--- config.mk ---
export PLATFORM = sky130hd
export DESIGN_NAME = imm_decode_stage
export DESIGN_NICKNAME = d
export VERILOG_FILES = /design/src/rtl/imm_decode_pkg.sv /design/src/rtl/imm_format_decode.sv /design/src/rtl/imm_decode_stage.sv
export SDC_FILE = /design/constraint.sdc
export NUM_CORES = 1
export LEC_CHECK = 0
export ABC_AREA = 1
export CORE_ASPECT_RATIO = 0.9
export CORE_MARGIN = 1.5
export CORE_UTILIZATION = 57
export CTS_BUF_LIST = sky130_fd_sc_hd__clkbuf_4 sky130_fd_sc_hd__clkbuf_8
export CTS_CLUSTER_SIZE = 40
export DETAILED_ROUTE_END_ITERATION = 10
export MAX_ROUTING_LAYER = met4
export PLACE_DENSITY = 0.88
export SYNTH_ARGS = -nofsm -noshare
export SYNTH_HDL_FRONTEND = slang
export SYNTH_SLANG_ARGS = --single-unit
--- constraint.sdc ---
create_clock -name clk -period 2.11 [get_ports clk]
set_input_delay 0.633 -clock clk [delete_from_list [all_inputs] [get_ports clk]]
set_output_delay 0.633 -clock clk [all_outputs]
set_load 0.1 [all_outputs]
--- src/rtl/imm_decode_pkg.sv ---
// imm_decode_pkg: opcodes, format codes and the entry layout shared by the decode stage (IMMDEC_TARGET_EN adds a target field)
package imm_decode_pkg;
    localparam logic [6:0] OP_LOAD   = 7'b0000011;
    localparam logic [6:0] OP_JALR   = 7'b1100111;
    localparam logic [6:0] OP_IMM    = 7'b0010011;
    localparam logic [6:0] OP_IMM_32 = 7'b0011011;
    localparam logic [6:0] OP_STORE  = 7'b0100011;
    localparam logic [6:0] OP_BRANCH = 7'b1100011;
    localparam logic [6:0] OP_LUI    = 7'b0110111;
    localparam logic [6:0] OP_AUIPC  = 7'b0010111;
    localparam logic [6:0] OP_JAL    = 7'b1101111;
    typedef enum logic [2:0] {
        FMT_NONE = 3'd0,
        FMT_I    = 3'd1,
        FMT_S    = 3'd2,
        FMT_B    = 3'd3,
        FMT_U    = 3'd4,
        FMT_J    = 3'd5,
        FMT_SH   = 3'd6
    } imm_fmt_e;
endpackage

`ifdef IMMDEC_TARGET_EN
`define IMMDEC_ENTRY_T(W) struct packed {logic [W-1:0] imm; imm_decode_pkg::imm_fmt_e fmt; logic [W-1:0] pc; logic [W-1:0] tgt;}
`else
`define IMMDEC_ENTRY_T(W) struct packed {logic [W-1:0] imm; imm_decode_pkg::imm_fmt_e fmt; logic [W-1:0] pc;}
`endif

--- src/rtl/imm_format_decode.sv ---
// imm_format_decode: combinational opcode-driven format select and immediate extension
module imm_format_decode
    import imm_decode_pkg::*;
#(
    parameter int XLEN = 32
) (
    input  logic [31:0]     instr,
    output imm_fmt_e        fmt,
    output logic [XLEN-1:0] imm
);
    logic [6:0]  op;
    logic        s;
    logic        is_imm;
    logic        narrow;
    logic [31:0] v;
    always_comb begin
        op     = instr[6:0];
        s      = instr[31];
        is_imm = op == OP_IMM || (XLEN == 64 && op == OP_IMM_32);
        narrow = XLEN == 32 || op == OP_IMM_32;
        // funct3 001/101 share instr[13:12] == 01
        fmt = (op == OP_LOAD || op == OP_JALR) ? FMT_I :
              is_imm                           ? (instr[13:12] == 2'b01 ? FMT_SH : FMT_I) :
              op == OP_STORE                   ? FMT_S :
              op == OP_BRANCH                  ? FMT_B :
              (op == OP_LUI || op == OP_AUIPC) ? FMT_U :
              op == OP_JAL                     ? FMT_J : FMT_NONE;
        v = fmt == FMT_I  ? {{20{s}}, instr[31:20]} :
            fmt == FMT_S  ? {{20{s}}, instr[31:25], instr[11:7]} :
            fmt == FMT_B  ? {{19{s}}, s, instr[7], instr[30:25], instr[11:8], 1'b0} :
            fmt == FMT_U  ? {instr[31:12], 12'b0} :
            fmt == FMT_J  ? {{11{s}}, s, instr[19:12], instr[20], instr[30:21], 1'b0} :
            fmt == FMT_SH ? {26'b0, narrow ? 1'b0 : instr[25], instr[24:20]} : '0;
        imm = XLEN'($signed(v));
    end
endmodule

--- src/rtl/imm_decode_stage.sv ---
// imm_decode_stage: decoded-immediate pipeline stage behind an output/skid register pair (IMMDEC_TARGET_EN adds out_target)
module imm_decode_stage
    import imm_decode_pkg::*;
#(
    parameter int XLEN = 32
) (
    input  logic            clk,
    input  logic            rst_n,
    input  logic            flush,
    input  logic            in_valid,
    output logic            in_ready,
    input  logic [31:0]     in_instr,
    input  logic [XLEN-1:0] in_pc,
    output logic            out_valid,
    input  logic            out_ready,
    output logic [XLEN-1:0] out_imm,
    output imm_fmt_e        out_fmt,
`ifdef IMMDEC_TARGET_EN
    output logic [XLEN-1:0] out_target,
`endif
    output logic [XLEN-1:0] out_pc
);
    typedef `IMMDEC_ENTRY_T(XLEN) entry_t;
    imm_fmt_e        dec_fmt;
    logic [XLEN-1:0] dec_imm;
    entry_t          in_e, o_d, o_q, k_d, k_q;
    logic            o_v_d, o_v_q, k_v_d, k_v_q, acc, adv;

    imm_format_decode #(.XLEN(XLEN)) u_dec (.instr(in_instr), .fmt(dec_fmt), .imm(dec_imm));

    always_comb begin
        in_e.imm = dec_imm;
        in_e.fmt = dec_fmt;
        in_e.pc  = in_pc;
`ifdef IMMDEC_TARGET_EN
        in_e.tgt = in_pc + dec_imm;
`endif
        acc   = in_valid && !k_v_q;
        adv   = !o_v_q || out_ready;
        // K can only hold an entry while O does, so it drains into O whenever O advances
        o_v_d = flush ? 1'b0 : adv ? (k_v_q || acc) : o_v_q;
        o_d   = adv ? (k_v_q ? k_q : acc ? in_e : o_q) : o_q;
        k_v_d = flush ? 1'b0 : adv ? 1'b0 : (k_v_q || acc);
        k_d   = (!adv && acc) ? in_e : k_q;
    end

    always_ff @(posedge clk or negedge rst_n) begin
        if (!rst_n) begin
            o_q   <= '0;
            k_q   <= '0;
            o_v_q <= 1'b0;
            k_v_q <= 1'b0;
        end else begin
            o_q   <= o_d;
            k_q   <= k_d;
            o_v_q <= o_v_d;
            k_v_q <= k_v_d;
        end
    end

    assign in_ready  = !k_v_q;
    assign out_valid = o_v_q;
    assign out_imm   = o_q.imm;
    assign out_fmt   = o_q.fmt;
    assign out_pc    = o_q.pc;
`ifdef IMMDEC_TARGET_EN
    assign out_target = o_q.tgt;
`endif
endmodule

==> results of run 1 <==
==> worst paths after layout <==
kind | slack [ps] | to
setup reg to reg | 390 | out_imm[12]
min in group clk | 480 | k_q[5]
max in group asynchronous | 1330 | out_imm[3]
hold reg to reg | 480 | k_q[5]
hold / removal | 120 | out_imm[23]
setup / recovery | 70 | in_ready
==> area by class of cell <==
class	count	area share
Sequential cell	136	0.3708
Clock inverter	14	0.01649
Multi-Input combinational cell	574	0.2897
Clock buffer	18	0.02630
Tap cell	152	0.02071
Inverter	45	0.01867
Timing Repair Buffer	162	0.2574
==> worst max-delay path, stage by stage (launching register included) <==
cell	delay (ps)
dfrtp_2	440
inv_2	300
buf_12	230
==> cell usage after synthesis (10+ instances only) <==
cell type	instances	area share
nand2_1	324	0.19
dfrtp_1	136	0.53
nor2_1	54	0.031
a21oi_1	40	0.031
inv_1	36	0.021
o21ai_1	36	0.028
a31oi_1	33	0.032
o21ai_0	25	0.019
clkbuf_1	24	0.014
nand3_1	13	0.010
nand2_2	10	0.0097
==> placed cells by master, fill, tap and decap left out <==
master	instances
nand3_4	3
nor2_4	4
a31oi_1	33
dfrtp_1	135
nand3_2	10
nor2_1	54
o21bai_2	1
buf_6	1
inv_4	1
nand2_1	324
nand3_1	12
nor3_1	1
nor2_2	9
o211ai_1	1
nand2_4	5
clkinvlp_4	5
a21oi_1	40
clkbuf_8	17
clkdlybuf4s50_1	67
inv_1	36
bufinv_16	2
nand2_2	10
clkbuf_4	1
nor2_8	2
clkinv_2	2
dfrtp_2	1
o21ai_0	25
nand4_1	1
inv_2	8
buf_12	78
clkinv_4	3
inv_6	2
o21ai_1	36
o21ai_2	3
buf_4	16
==> through the flow <==
| stage | std cells | TNS [ps] |
|---|---|---|
| 2_1_floorplan | 799 | 0 |
| 4_1_cts | 1101 | 0 |
| 6_report | 1101 | 0 |
| 3_3_place_gp | 1069 | -6483 |
| 5_1_grt | 1101 | 0 |
| 3_5_place_dp | 1069 | -13400 |
==> flip-flops by register name (all words and copies together) (netlist names) <==
name	cells
k_q	67
out_imm	32
out_fmt	3
out_valid	1
out_pc	32
k_v_q	1
==> cells by family (layout without fill, tap and decap cells) <==
kind of cell           Yosys count  after routing  share of synthesized area
AND/OR/NAND/NOR                435            435                     0.2942
buffers and inverters           89            239                    0.06090
flip-flops                     136            136                     0.5275
AO/OA/AOI/OAI                  139            139                     0.1173
==> layer usage <==
| layer | vias to the layer above | part of all wire | routed length (um) | global-route usage |
|---|---|---|---|---|
| li1 | 2823 | - | - | - |
| met4 | 0 | 0.029 | 479 | 0.1252 |
| met2 | 227 | 0.50 | 8297 | 0.4804 |
| met3 | 46 | 0.056 | 917 | 0.05711 |
| met1 | 2765 | 0.41 | 6747 | 0.3901 |
| met5 | - | 0 | 0 | - |
==> power by group <==
group | switching (uW) | internal [uW] | total, uW | leakage [uW]
logic | 1470 | 830 | 2300 | 0.00264
registers | 231 | 2910 | 3140 | 0.00174
clock network | 1030 | 1070 | 2100 | 0.000185
total | 2730 | 4810 | 7530 | 0.00457
==> out/metrics.cfg, run 1 <==
[grt]
grt_max_degree=89
antenna_found_initial=0
grt_pass1_wl_um=27760
overflow=0
grtUsageTotal=0.3049
grt_pass1_vias=5788

[yosys]
synth_nets=868
netlist_area_um2=6451
netlist-cell-type-count=28
synth_cells=799
synthArstFlopShare=1.000
ys_warn_count=0
ys_seq_area_frac=0.5275
avgSynthCellArea_um2=8.074
ys.flop_type=dfrtp_1
synth-seq-cells=136
synth_edf_count=0

[die]
start_util=0.5894
design.core.area_um2=10950
die_h_um=103.9
die_area_um2=11970
die_w_um=115.1
io_pins=138
rows=36

[worst_setup_path]
arrival_ps=1410
cp_max_fo=17
r2r_cells=4
startpoint_type=flip-flop
end_kind=primary output
required_ps=1480
r2r_start=k_v_q
startpoint=k_v_q
criticalPathCategory=reg -> out

[sta]
clock_skew_ps=10.96
hold_viol=0
maxSlewViolCount=0
rsz0062_at_grt=no
max_slew_margin=0.3691
finalSetupViolations=0
fin_crit_ps=2040
hold_slack_ps=119.9
worst_pin_slew_ps=946.3
period_share=0.9670
clock.fmax_mhz=490.1
worst_slack_ps=69.68

[placed_design]
port_buffers=137
dpl_cell_area_um2=8790
gp_congestion=0.9257
place_ws_ps=-265.1
dp_hpwl_um=11510

[finish]
diodes=0
fin_nets=1005
post-route-util=0.8389
seq_area_um2=3405
drive_gt1_frac=0.1939
multi_input_area_um2=2660
fillers=614
area.growth.synth_to_final_pct=42.34
stdcell_area_um2=9183

[hold_path]
hp-class=in -> async

[route]
drt_pass1_iterations=5
vias=5861
drcViolationCount=0
viasPerCell=5.323
routed_wl_um=16440
routedWlPerCell_um=14.93
ant_nets=0
drtIter0Drc=486

[clocking]
htreeDepth=4
post_cts_buffers=0
clock_latency_ps=440
cts_tree=done
cts_buffers=17
clkSlewWorstSetupHoldPaths_ps=80
cts_hold_buf=0
clockRootBuffer=clkbuf_8
clock-sinks=136
clockBufferDepth=2
post_cts_resized=0

[power]
p_leak_uw=0.004569
p_total_uw=7535
power_density_nw_per_um2=820.5
peakVddDrop_mv=0.5836

[run]
max_cap_viol_count=0

[status]
outcome=complete, no violations

No activity file was read; power rests on OpenSTA's default activity.
==> run 2, diff against run 1 <==
CORE_ASPECT_RATIO = default   (was 0.9)
CORE_MARGIN = default   (was 1.5)
SLEW_MARGIN = 20   (was default)
==> run 2 against run 1 <==
Die area is 1.8% lower. Final area rose by 0.20%. Utilization is 0.25 points higher. Via count up 3.2%. Maximum frequency is 2.6% higher. Non-clock buffer count up 10. Sequential cell count stayed put. Hold slack lost 5.8 ps. Wire length grew 6.3%.
==> out/metrics.cfg, run 2 (synthesis results as in run 1) <==
[status]
outcome=complete, no violations  ; unchanged

[grt]
grt_pass1_vias=5933  ; was 5,788
grt_max_degree=73  ; was 89
grt_pass1_wl_um=28480  ; was 27,760 um
grtUsageTotal=0.3249  ; was 0.3049
overflow=0  ; unchanged
antenna_found_initial=0  ; unchanged

[die]
die_w_um=108.4  ; was 115.1 um
io_pins=138  ; unchanged
die_h_um=108.4  ; was 103.9 um
rows=38  ; was 36
start_util=0.5899  ; was 0.5894
design.core.area_um2=10940  ; was 10,950 um2
die_area_um2=11750  ; was 11,970 um2

[sta]
worst_pin_slew_ps=765.7  ; was 946.3 ps
hold_slack_ps=114.1  ; was 119.9 ps
fin_crit_ps=1989  ; was 2040 ps
maxSlewViolCount=0  ; unchanged
finalSetupViolations=0  ; unchanged
period_share=0.9428  ; was 0.9670
clock_skew_ps=12.85  ; was 10.96 ps
rsz0062_at_grt=no  ; unchanged
clock.fmax_mhz=502.7  ; was 490.1 MHz
max_slew_margin=0.4896  ; was 0.3691
hold_viol=0  ; unchanged

[worst_setup_path]
max_stage_delay_ps=440  ; about the same
worst_path_most_repeated_cell=nand2_1
startpoint_type=primary input  ; was flip-flop
criticalPathCategory=in -> reg  ; was reg -> out
path_cells=clkdlybuf4s50_1, nand2_4, inv_2, nand3_1, nand2_1, a21oi_1, nand2_1, o21ai_1, nand2_1  ; was inv_2, buf_12
critPathSlowestCell=clkdlybuf4s50_1  ; was dfrtp_2
end_kind=flip-flop  ; was primary output
arrival_ps=2310  ; was 1410 ps
required_ps=2430  ; was 1480 ps
cp_max_fo=8  ; was 17

[finish]
fin_nets=1015  ; was 1,005
area.growth.synth_to_final_pct=42.63  ; was 42.34%
drive_gt1_frac=0.2023  ; was 0.1939
final_common_cell=nand2_1  ; unchanged
fillers=611  ; was 614
final_cells=1099  ; was 1,101
final_cell_mix=nand2_1 (324), dfrtp_1 (135), buf_12 (76)  ; was nand2_1 (324), dfrtp_1 (135), buf_12 (78)
post-route-util=0.8414  ; was 0.8389
top_register=k_q  ; unchanged
diodes=0  ; unchanged
largest_reg_flops=67  ; unchanged

[placed_design]
dp_cells=1067  ; was 1,069
gp_congestion=0.9125  ; was 0.9257
port_buffers=137  ; unchanged
dp_hpwl_um=11720  ; was 11,510 um

[power]
p_total_uw=7537  ; was 7535 uW
peakVddDrop_mv=0.7007  ; was 0.5836 mV
p_leak_uw=0.004597  ; was 0.004569 uW
power_density_nw_per_um2=819.1  ; was 820.5 nW/um2

[clocking]
cts_buffers=17  ; unchanged
cts_hold_buf=0  ; unchanged
clock-sinks=136  ; unchanged
clock_latency_ps=440  ; about the same
post_cts_resized=0  ; unchanged
htreeDepth=4  ; unchanged
post_cts_buffers=0  ; unchanged
clockBufferDepth=2  ; unchanged
clkSlewWorstSetupHoldPaths_ps=90  ; was 80 ps
clockRootBuffer=clkbuf_8  ; unchanged
cts_tree=done  ; unchanged

[route]
routedWlPerCell_um=15.91  ; was 14.93 um
drtIter0Drc=477  ; was 486
drcViolationCount=0  ; unchanged
viasPerCell=5.505  ; was 5.323
routed_wl_um=17490  ; was 16,440 um
vias=6050  ; was 5,861
ant_nets=0  ; unchanged
drt_pass1_iterations=6  ; was 5

[run]
max_cap_viol_count=0  ; unchanged

[hold_path]
hp-class=in -> async  ; unchanged

==> run 2: cell count changes in the layout (fill, tap and decap cells not counted) <==
cell / delta
buf_4: +12
clkinv_4: -1
bufinv_16: -1
inv_6: +1
clkbuf_8: +1
buf_12: -2
==> run 2: final timing paths <==
path	startpoint	to	slack, ps	depth (start not counted)
max	in_instr[1]	out_imm[13]	120	9
min	rst_n	out_pc[7]	110	1
max reg2reg	out_valid	k_q[0]	490	7
min reg2reg	k_q[42]	k_q[42]	480	2
max in group asynchronous	rst_n	k_v_q	1390	2
min in group clk	k_q[42]	k_q[42]	480	2
==> run 2: metal layers <==
metal | global-route usage | wire, um
met5 | - | 0
met4 | 0.1168 | 443
met3 | 0.06932 | 1060
met2 | 0.5278 | 9019
met1 | 0.4027 | 6963
==> run 2: critical path: cells and delay by family <==
family | cells | cell delay (ps)
AOI/OAI and AO/OA | 2 | 400
buffers and inverters | 2 | 500
and+or+nand+nor | 5 | 760
==> run 2: stage by stage <==
step	TNS [ps]	worst slack, ps	instance area, um2
floorplan	0	68.89	6452
global placement	-6611	-144.8	8825
detailed placement	-12200	-232.5	8825
CTS	0	170.9	9201
global route	0	49.05	9201
finish	0	120.8	9201
==> run 2: where the power goes <==
part	switching (uW)	internal (uW)	total, uW
sequential	244	2910	3150
combinational	1480	842	2320
clock	1080	984	2060
==> run 2: area by class of cell <==
class                   count  area [um2]  area share
inverters                  45       171.4     0.01863
clock inverters            13       121.4     0.01319
clock buffers              19       255.2     0.02774
well taps                 140       175.2     0.01904
flip-flops and latches    136        3405      0.3700
multi-input cells         574        2660      0.2891
repair buffers            172        2414      0.2623
==> run 3, diff against run 2 <==
CORE_UTILIZATION = 48   (was 57)
PLACE_DENSITY = 0.79   (was 0.88)
RECOVER_POWER = 50   (was default)
clock period = 1.8 ns   (was 2.11 ns; I/O delays follow)
==> run 3 against run 2 <==
Die area rose by 18%. Clock skew fell by 4.7 ps. Critical path depth fell by 7. Non-clock buffer count rose by 9. Utilization fell by 11 points. Final area rose by 1.8%. Setup slack got worse by 61 ps. Largest cell class unchanged. Power rose by 15%. Hold slack improved by 370 ps. Critical path type is now reg -> out. Via count fell by 2.9%. Sequential power rose by 17%. Highest routed layer unchanged.
==> out/metrics.cfg, run 3 (synthesis results as in run 1) <==
[worst_setup_path]
end_kind=primary output  ; was flip-flop
startpoint_type=flip-flop  ; was primary input
criticalPathCategory=reg -> out  ; was in -> reg
required_ps=1260  ; was 2430 ps
cp_max_fo=10  ; was 8
arrival_ps=1200  ; was 2310 ps

[finish]
final_cells=1141  ; was 1,099
fillers=931  ; was 611
drive_gt1_frac=0.2126  ; was 0.2023
largest_reg_flops=67  ; unchanged
fin_nets=1025  ; was 1,015
diodes=0  ; unchanged
top_register=k_q  ; unchanged
final_cell_mix=nand2_1 (323), dfrtp_1 (134), buf_12 (77)  ; was nand2_1 (324), dfrtp_1 (135), buf_12 (76)
stdcell_area_um2=9368  ; was 9201 um2
final_common_cell=nand2_1  ; unchanged
area.growth.synth_to_final_pct=45.21  ; was 42.63%
post-route-util=0.7275  ; was 0.8414

[route]
drtIter0Drc=522  ; was 477
drcViolationCount=0  ; unchanged
ant_nets=0  ; unchanged
routed_wl_um=16620  ; was 17,490 um
viasPerCell=5.149  ; was 5.505
vias=5875  ; was 6,050
routedWlPerCell_um=14.56  ; was 15.91 um
drt_pass1_iterations=5  ; was 6

[grt]
grt_pass1_vias=5709  ; was 5,933
grt_max_degree=74  ; was 73
overflow=0  ; unchanged
antenna_found_initial=0  ; unchanged
grt_pass1_wl_um=27700  ; was 28,480 um
grtUsageTotal=0.2582  ; was 0.3249

[sta]
rsz0062_at_grt=no  ; unchanged
fin_crit_ps=1740
max_slew_margin=0.4069  ; was 0.4896
clock.fmax_mhz=574.8
hold_viol=0  ; unchanged
worst_pin_slew_ps=889.6  ; was 765.7 ps
worst_slack_ps=60.12  ; was 120.8 ps
hold_slack_ps=482.6  ; was 114.1 ps
period_share=0.9666
maxSlewViolCount=0  ; unchanged
finalSetupViolations=0  ; unchanged
clock_skew_ps=8.193  ; was 12.85 ps

[placed_design]
gp_congestion=0.9163  ; was 0.9125
place_ws_ps=-422.6  ; was -232.5 ps
dp_hpwl_um=11720  ; about the same
dp_cells=1106  ; was 1,067
port_buffers=137  ; unchanged
dpl_cell_area_um2=8969  ; was 8825 um2

[die]
rows=41  ; was 38
start_util=0.5010  ; was 0.5899
die_h_um=117.9  ; was 108.4 um
io_pins=138  ; unchanged
die_w_um=117.9  ; was 108.4 um
design.core.area_um2=12880  ; was 10,940 um2
die_area_um2=13910  ; was 11,750 um2

[clocking]
clockRootBuffer=clkbuf_8  ; unchanged
clock-sinks=136  ; unchanged
clkSlewWorstSetupHoldPaths_ps=80  ; was 90 ps
cts_buffers=17  ; unchanged
cts_tree=done  ; unchanged
htreeDepth=4  ; unchanged
clock_latency_ps=450  ; was 440 ps
clockBufferDepth=2  ; unchanged

[power]
peakVddDrop_mv=0.7145  ; was 0.7007 mV
power_density_nw_per_um2=928.5  ; was 819.1 nW/um2
p_leak_uw=0.004702  ; was 0.004597 uW

[hold_path]
hp-class=reg -> reg  ; was in -> async

[status]
outcome=complete, no violations  ; unchanged

[run]
max_cap_viol_count=0  ; unchanged

-- run 3: routing by layer --
layer | wire [um] | vias up | GRT usage
met5 | 0 | - | -
met4 | 576 | 0 | 0.1146
met3 | 747 | 49 | 0.05329
met2 | 7968 | 185 | 0.4015
met1 | 7323 | 2772 | 0.3259
li1 | - | 2869 | -
-- run 3: path summary, 6_finish.rpt --
path                           start     endpoint  slack [ps]  cells past startpoint
max in group asynchronous      rst_n  out_imm[22]         220                      3
max                            k_v_q     in_ready          60                      2
max reg2reg                out_valid       k_q[5]         180                      7
min                          k_q[25]      k_q[25]         480                      2
min in group asynchronous      rst_n      k_q[38]         740                      2
min reg2reg                  k_q[25]      k_q[25]         480                      2
-- run 3: through the flow --
stage | power [uW] | TNS, ps
after floorplan | 5249 | 0
after global placement | 6418 | -26660
after detailed placement | 6470 | -32920
after CTS | 8776 | 0
after global routing | 9060 | 0
final | 8698 | 0
-- run 3: what timing repair did --
item                                    4_1_cts  5_1_grt
gates cloned                                  0        1
resized for setup                             2       17
endpoints found under the setup margin        1       48
pin swaps                                     0        7
buffers inserted                              1        0
hold buffers                                  1        0
hold endpoints to repair                     30        0
-- run 3: power by group --
part           total [uW]  internal, uW  switching, uW
clock                2300          1100           1190
combinational        2710           993           1720
sequential           3690          3410            273
-- run 3: final cells by class --
cell class | instances | area, um2 | share of cell area
flip-flops and latches | 136 | 3406 | 0.3636
multi-input cells | 575 | 2708 | 0.2890
repair buffers | 181 | 2504 | 0.2673
clock buffers | 19 | 249.0 | 0.02658
well taps | 172 | 215.2 | 0.02297
inverters | 45 | 178.9 | 0.01910
clock inverters | 13 | 107.6 | 0.01149
-- run 3: critical path, cell delays in order, from the launching register on --
cell	delay, ps
dfrtp_2	440
inv_6	120
buf_12	180
